## config.mk

```make
export PLATFORM = sky130hd
export DESIGN_NAME = uart_rx_deserializer
export DESIGN_NICKNAME = d
export VERILOG_FILES = /design/src/rtl/uart_rx_deserializer.sv
export SDC_FILE = /design/constraint.sdc
export NUM_CORES = 1
export LEC_CHECK = 0
export CAP_MARGIN = 40
export CORE_MARGIN = 8
export CORE_UTILIZATION = 25
export CTS_CLUSTER_SIZE = 24
export DETAILED_ROUTE_END_ITERATION = 8
export DONT_BUFFER_PORTS = 1
export SLEW_MARGIN = 20
export SYNTH_ARGS = -nofsm -noshare
export SYNTH_HDL_FRONTEND = slang
export SYNTH_SLANG_ARGS = --single-unit
```

## constraint.sdc

```tcl
create_clock -name clk_i -period 3.4 [get_ports clk_i]
set_input_delay 0.51 -clock clk_i [delete_from_list [all_inputs] [get_ports clk_i]]
set_output_delay 0.51 -clock clk_i [all_outputs]
set_load 0.02 [all_outputs]
```

## src/rtl/uart_rx_deserializer.sv

```systemverilog
// Oversampling UART receive stage: 2-flop input synchronizer, tick divider,
// start/data/parity/stop FSM and registered byte/strobe outputs.
// Optional parity checking is compiled in when UART_RX_PARITY_EN is defined.
module uart_rx_deserializer #(
    parameter int ClkFreq        = 16000000,
    parameter int BaudRate       = 1000000,
    parameter int OversampleRate = 16,
    parameter int DataBits       = 8
`ifdef UART_RX_PARITY_EN
    ,
    parameter int ParityOdd      = 0
`endif
) (
    input  logic       clk_i,
    input  logic       reset_i,
    input  logic       uart_rxd_i,
    output logic [7:0] data_o,
    output logic       data_valid_o,
    output logic       frame_err_o,
    output logic       parity_err_o,
    output logic       busy_o
);

    localparam int SampleClk = BaudRate * OversampleRate;
    localparam int DivRound  = (ClkFreq + SampleClk / 2) / SampleClk;
    localparam int Div       = (DivRound < 1) ? 1 : DivRound;
    localparam int DivW      = (Div > 1) ? $clog2(Div) : 1;
    localparam int OsW       = $clog2(OversampleRate);

    localparam logic [DivW-1:0] DivLast = DivW'(Div - 1);
    localparam logic [OsW-1:0]  OsLast  = OsW'(OversampleRate - 1);
    localparam logic [OsW-1:0]  OsHalf  = OsW'(OversampleRate / 2 - 1);
    localparam logic [3:0]      BitLast = 4'(DataBits - 1);

    typedef enum logic [2:0] {
        IDLE,
        START,
        DATA,
`ifdef UART_RX_PARITY_EN
        PARITY,
`endif
        STOP
    } state_t;

    state_t                state;
    state_t                state_next;
    logic                  rx_meta;
    logic                  rx_s;
    logic [DivW-1:0]       div_cnt;
    logic [OsW-1:0]        os_cnt;
    logic                  tick;
    logic                  mid_sample;
    logic [3:0]            bit_idx;
    logic [DataBits-1:0]   shreg;
    logic                  armed;
`ifdef UART_RX_PARITY_EN
    logic                  par_acc;
    logic                  par_mismatch;
`endif

    // Two-flop synchronizer; resets to the idle (high) line level
    always_ff @(posedge clk_i) begin
        if (!reset_i) begin
            rx_meta <= 1'b1;
            rx_s    <= 1'b1;
        end else begin
            rx_meta <= uart_rxd_i;
            rx_s    <= rx_meta;
        end
    end

    // FSM state register
    always_ff @(posedge clk_i) begin
        if (!reset_i) begin
            state <= IDLE;
        end else begin
            state <= state_next;
        end
    end

    // Next-state logic: transitions only happen at mid-bit samples after IDLE
    always_comb begin
        state_next = state;
        case (state)
            IDLE: begin
                if (armed && !rx_s) begin
                    state_next = START;
                end
            end
            START: begin
                if (mid_sample) begin
                    state_next = rx_s ? IDLE : DATA;
                end
            end
            DATA: begin
                if (mid_sample && (bit_idx == BitLast)) begin
`ifdef UART_RX_PARITY_EN
                    state_next = PARITY;
`else
                    state_next = STOP;
`endif
                end
            end
`ifdef UART_RX_PARITY_EN
            PARITY: begin
                if (mid_sample) begin
                    state_next = STOP;
                end
            end
`endif
            STOP: begin
                if (mid_sample) begin
                    state_next = IDLE;
                end
            end
            default: state_next = IDLE;
        endcase
    end

    // Combinational FSM outputs: oversample tick, mid-bit sample enable, busy
    always_comb begin
        tick       = (state != IDLE) && (div_cnt == DivLast);
        mid_sample = 1'b0;
        busy_o     = (state != IDLE);
        if (tick) begin
            if (state == START) begin
                mid_sample = (os_cnt == OsHalf);
            end else begin
                mid_sample = (os_cnt == OsLast);
            end
        end
    end

    // Datapath: counters, arming, shift register and registered strobes
    always_ff @(posedge clk_i) begin
        if (!reset_i) begin
            div_cnt      <= '0;
            os_cnt       <= '0;
            bit_idx      <= '0;
            shreg        <= '0;
            armed        <= 1'b0;
            data_o       <= '0;
            data_valid_o <= 1'b0;
            frame_err_o  <= 1'b0;
`ifdef UART_RX_PARITY_EN
            par_acc      <= 1'b0;
            par_mismatch <= 1'b0;
            parity_err_o <= 1'b0;
`endif
        end else begin
            data_valid_o <= 1'b0;
            frame_err_o  <= 1'b0;
`ifdef UART_RX_PARITY_EN
            parity_err_o <= 1'b0;
`endif

            if ((state == IDLE) || tick) begin
                div_cnt <= '0;
            end else begin
                div_cnt <= div_cnt + 1'b1;
            end

            if ((state == IDLE) || mid_sample) begin
                os_cnt <= '0;
            end else if (tick) begin
                os_cnt <= os_cnt + 1'b1;
            end

            if ((state == IDLE) && rx_s) begin
                armed <= 1'b1;
            end

            if (mid_sample) begin
                case (state)
                    START: begin
                        bit_idx <= '0;
`ifdef UART_RX_PARITY_EN
                        par_acc      <= 1'b0;
                        par_mismatch <= 1'b0;
`endif
                    end
                    DATA: begin
                        shreg   <= {rx_s, shreg[DataBits-1:1]};
                        bit_idx <= bit_idx + 1'b1;
`ifdef UART_RX_PARITY_EN
                        par_acc <= par_acc ^ rx_s;
`endif
                    end
`ifdef UART_RX_PARITY_EN
                    PARITY: begin
                        par_mismatch <= rx_s ^ par_acc ^ (ParityOdd != 0);
                    end
`endif
                    STOP: begin
                        data_o <= 8'(shreg);
                        if (rx_s) begin
                            data_valid_o <= 1'b1;
`ifdef UART_RX_PARITY_EN
                            parity_err_o <= par_mismatch;
`endif
                        end else begin
                            frame_err_o <= 1'b1;
                            armed       <= 1'b0;
                        end
                    end
                    default: begin
                    end
                endcase
            end
        end
    end

`ifndef UART_RX_PARITY_EN
    assign parity_err_o = 1'b0;
`endif

endmodule

```

==> implementation parameters <==
Parameter                              Value

Critical path
  Largest driver fanout on the critical path    11
  Kind of end point of the critical path    flop
  Library cell contributing the largest single delay on the critical path    sky130_fd_sc_hd__nand3_1
  CP required    3580 ps
  Critical Path Source    state[0]$_SDFFE_PN0P_
  Maximum single-stage delay on the critical path    480 ps
  Critical path class    flop to flop
  Top cell family by delay on the critical path    simple AND/OR/NAND/NOR gates
  Cell Chain, Critical Path    inv_1, ha_1, and4bb_2, nand3_1, mux2i_1, nor2b_1
  Worst r2r dst    data_o[1]$_SDFFE_PN0P_
  Worst R2R Start    state[0]$_SDFFE_PN0P_
  Critical path arrival    2340 ps
  Reg2reg setup slack    1240 ps
  Crit start category    flop
  Buffering stage count on the worst path with inverters included    1
  Worst Reg2Reg Path Length in Cells    6

Place
  Worst setup slack before clock tree synthesis    1240 ps
  Final Wtd Congestion    0.750
  IO Port Bufs    0
  Placed cell area    1480 um^2
  Post-detail-place hpwl    1.69 mm

Yosys
  Flip-flop and latch count after synthesis    32
  Warnings, synthesis    0
  Post-Synthesis Cell Area    1440 um^2
  Leading post-synthesis cells by cell area    sky130_fd_sc_hd__dfxtp_1 45%, sky130_fd_sc_hd__mux2i_1 13%, sky130_fd_sc_hd__nor2b_1 7.4%
  Number of synthesized flops with an enable pin    0
  Share of synthesized registers carrying an async set or reset    0%
  Instance count of the mapped netlist    142
  Post-synth top area cell    sky130_fd_sc_hd__dfxtp_1
  Main synth FF type    sky130_fd_sc_hd__dfxtp_1
  Sequential-to-total area share from yosys stat    44.5%
  Yosys cell types    35
  Average instance area after synthesis    10.1 um^2
  Area fraction of the dominant cell type after synthesis    44.5%

Finish
  Diodes inserted    0
  Most frequent cells in the layout    32 x sky130_fd_sc_hd__dfxtp_1, 18 x sky130_fd_sc_hd__mux2i_1, 17 x sky130_fd_sc_hd__nor2b_1
  Area growth from synthesis to layout    10.6%
  Final Instance Area    1590 um^2
  Number of nets at the end of the flow    153
  Layout cell share with drive strength beyond 1    10.4%
  Most common cell after layout, fill and taps aside    sky130_fd_sc_hd__dfxtp_1

STA
  Maximum frequency from static timing analysis    462 MHz
  Number of hold violations in the final report    0
  Number of failing setup endpoints in the final timing report    0
  Post-Route Setup TNS    0 ps
  Min cycle time layout    2160 ps
  Clock skew after layout    7.11 ps
  Pin slew with the least headroom to its limit    634 ps
  Crit path setup slack, layout    1240 ps
  Final-report max-slew violation count    0
  Worst hold slack across all endpoints    303 ps
  Slew margin rel.    57.6%
  RSZ-0062 raised after global routing    no
  Period Utilization, post-route    63.7%

Power
  Static power due to leakage    0.000688 uW
  Largest voltage drop on the vdd net    0.000204 V
  Pwr dens    556 nW/um^2

Floorplan
  Initial Utilization    26.0%
  Die Span X    91.9 um
  Row Count    27
  Number of ports placed on the die boundary    15
  Die Outline Area    8440 um^2
  Total core area    5540 um^2
  Height of the die    91.9 um

CTS
  Deepest level of the CTS H-tree    2
  Number of buffers on the longest clock path    2
  Clk sinks    32
  Inserted Clock Buffers    5
  Root buf cell    sky130_fd_sc_hd__clkbuf_8
  Later-pin clock latency in the skew report    290 ps
  Hold-fix buffers, CTS    0
  Post CTS Setup Buffer Count    0
  Clock transition time at the flip-flop clock pins of the worst setup and hold paths    70 ps
  CTS tree    built
  Post-CTS Resized    0

Global route
  Largest net degree at the start of global routing    32
  First-pass GRT wire length    4.06 mm
  Via count of the first global-routing pass    823
  Initial antenna violation count    0
  Global-route usage over all layers    6.27%
  Residual overflow from global routing    0

Min path
  Startpoint of the most critical hold path    reset_i
  WHS Endpoint    rx_s$_SDFF_PN1_
  Worst hold path type    input port to flop
  Instance count along the most critical hold path    1

Drt
  Final WL    2.46 mm
  Post-detailed-route via-to-cell ratio    4.16
  Post-route DRC    0
  Number of DRC markers in iteration 0    35
  Total number of vias    898
  ANT nets after route    0
  First-pass DRT Iterations    4
  Drt wl/cell    11.4 um

Flow run
  Number of violations of the max-capacitance limit    0

Status
  Outcome    complete, no violations
registers in the layout (all words and copies together) (netlist names):
register,count
data_o,8
frame_err_o,1
state,2
rx_s,1
data_valid_o,1
armed,1
rx_meta,1
div_cnt,1
os_cnt,4
bit_idx,4
shreg,8
Yosys cell counts, types with 2 or more instances:
library cell and instances:
sky130_fd_sc_hd__a21boi_0 5, sky130_fd_sc_hd__a21o_2 2, sky130_fd_sc_hd__buf_4 2, sky130_fd_sc_hd__buf_6 2
sky130_fd_sc_hd__clkbuf_1 3, sky130_fd_sc_hd__dfxtp_1 32, sky130_fd_sc_hd__ha_1 7, sky130_fd_sc_hd__inv_1 3
sky130_fd_sc_hd__mux2i_1 18, sky130_fd_sc_hd__nand2_1 9, sky130_fd_sc_hd__nand2b_1 4, sky130_fd_sc_hd__nand3_1 4
sky130_fd_sc_hd__nand4_1 2, sky130_fd_sc_hd__nor2_1 7, sky130_fd_sc_hd__nor2b_1 17, sky130_fd_sc_hd__o21ai_0 4
sky130_fd_sc_hd__or2_2 2, sky130_fd_sc_hd__xor2_1 2
per-stage QoR:
stage               power (uW)  util (%)  cells
floorplan                  514         -    143
global placement           533      26.8    208
detailed placement         534      26.8    208
CTS                        899      28.7    216
global route               928      28.7    216
finish                     885      28.7    216
worst register-to-register path: stages (launching register included):
cell and delay, ps:
sky130_fd_sc_hd__dfxtp_1 400, sky130_fd_sc_hd__inv_1 110, sky130_fd_sc_hd__ha_1 280, sky130_fd_sc_hd__and4bb_2 400, sky130_fd_sc_hd__nand3_1 480, sky130_fd_sc_hd__mux2i_1 310
sky130_fd_sc_hd__nor2b_1 60
logic make-up (layout without fill, tap and decap cells):
family,Yosys count,count (layout),synth area share [%]
xor+xnor,4,4,2.96
fa+ha+maj,7,7,6.09
buf+inv,10,11,4.17
mux,18,18,12.5
compound gates,15,15,7.57
flops,32,32,44.5
simple gates,55,55,21.9
other cells,1,2,0.261
worst max path at each step:
stage,endpoint,cells past startpoint
after floorplan,bit_idx[2]$_SDFFE_PN0P_,7
after global placement,data_o[1]$_SDFFE_PN0P_,6
after detailed placement,data_o[2]$_SDFFE_PN0P_,6
after CTS,data_o[1]$_SDFFE_PN0P_,6
after global routing,data_o[6]$_SDFFE_PN0P_,6
final,data_o[1]$_SDFFE_PN0P_,6
layer usage:
metal | vias up | wire length, um | share of wire [%] | track usage [%]
met4 | 0 | 62 | 2.5 | 4.43
met1 | 398 | 1280 | 52 | 7.54
met5 | - | 0 | 0 | 0
met2 | 19 | 944 | 38 | 8.40
met3 | 6 | 174 | 7.1 | 3.18
li1 | 475 | - | - | -
layout make-up:
type,instances,area [um^2]
Sequential cell,32,641
Clock inverter,2,35.0
Clock buffer,6,72.6
Tap cell,72,90.1
Inverter,3,11.3
Multi-Input combinational cell,101,742
Fill cell,591,3950
where the power goes:
group | leakage, uW | switching [uW] | internal [uW] | total [uW]
clock network | 0.0000552 | 141 | 217 | 358
registers | 0.000259 | 12.8 | 386 | 399
logic | 0.000374 | 78.5 | 48.6 | 127
total | 0.000688 | 232 | 652 | 885
Power figures use the tool's default switching activity.
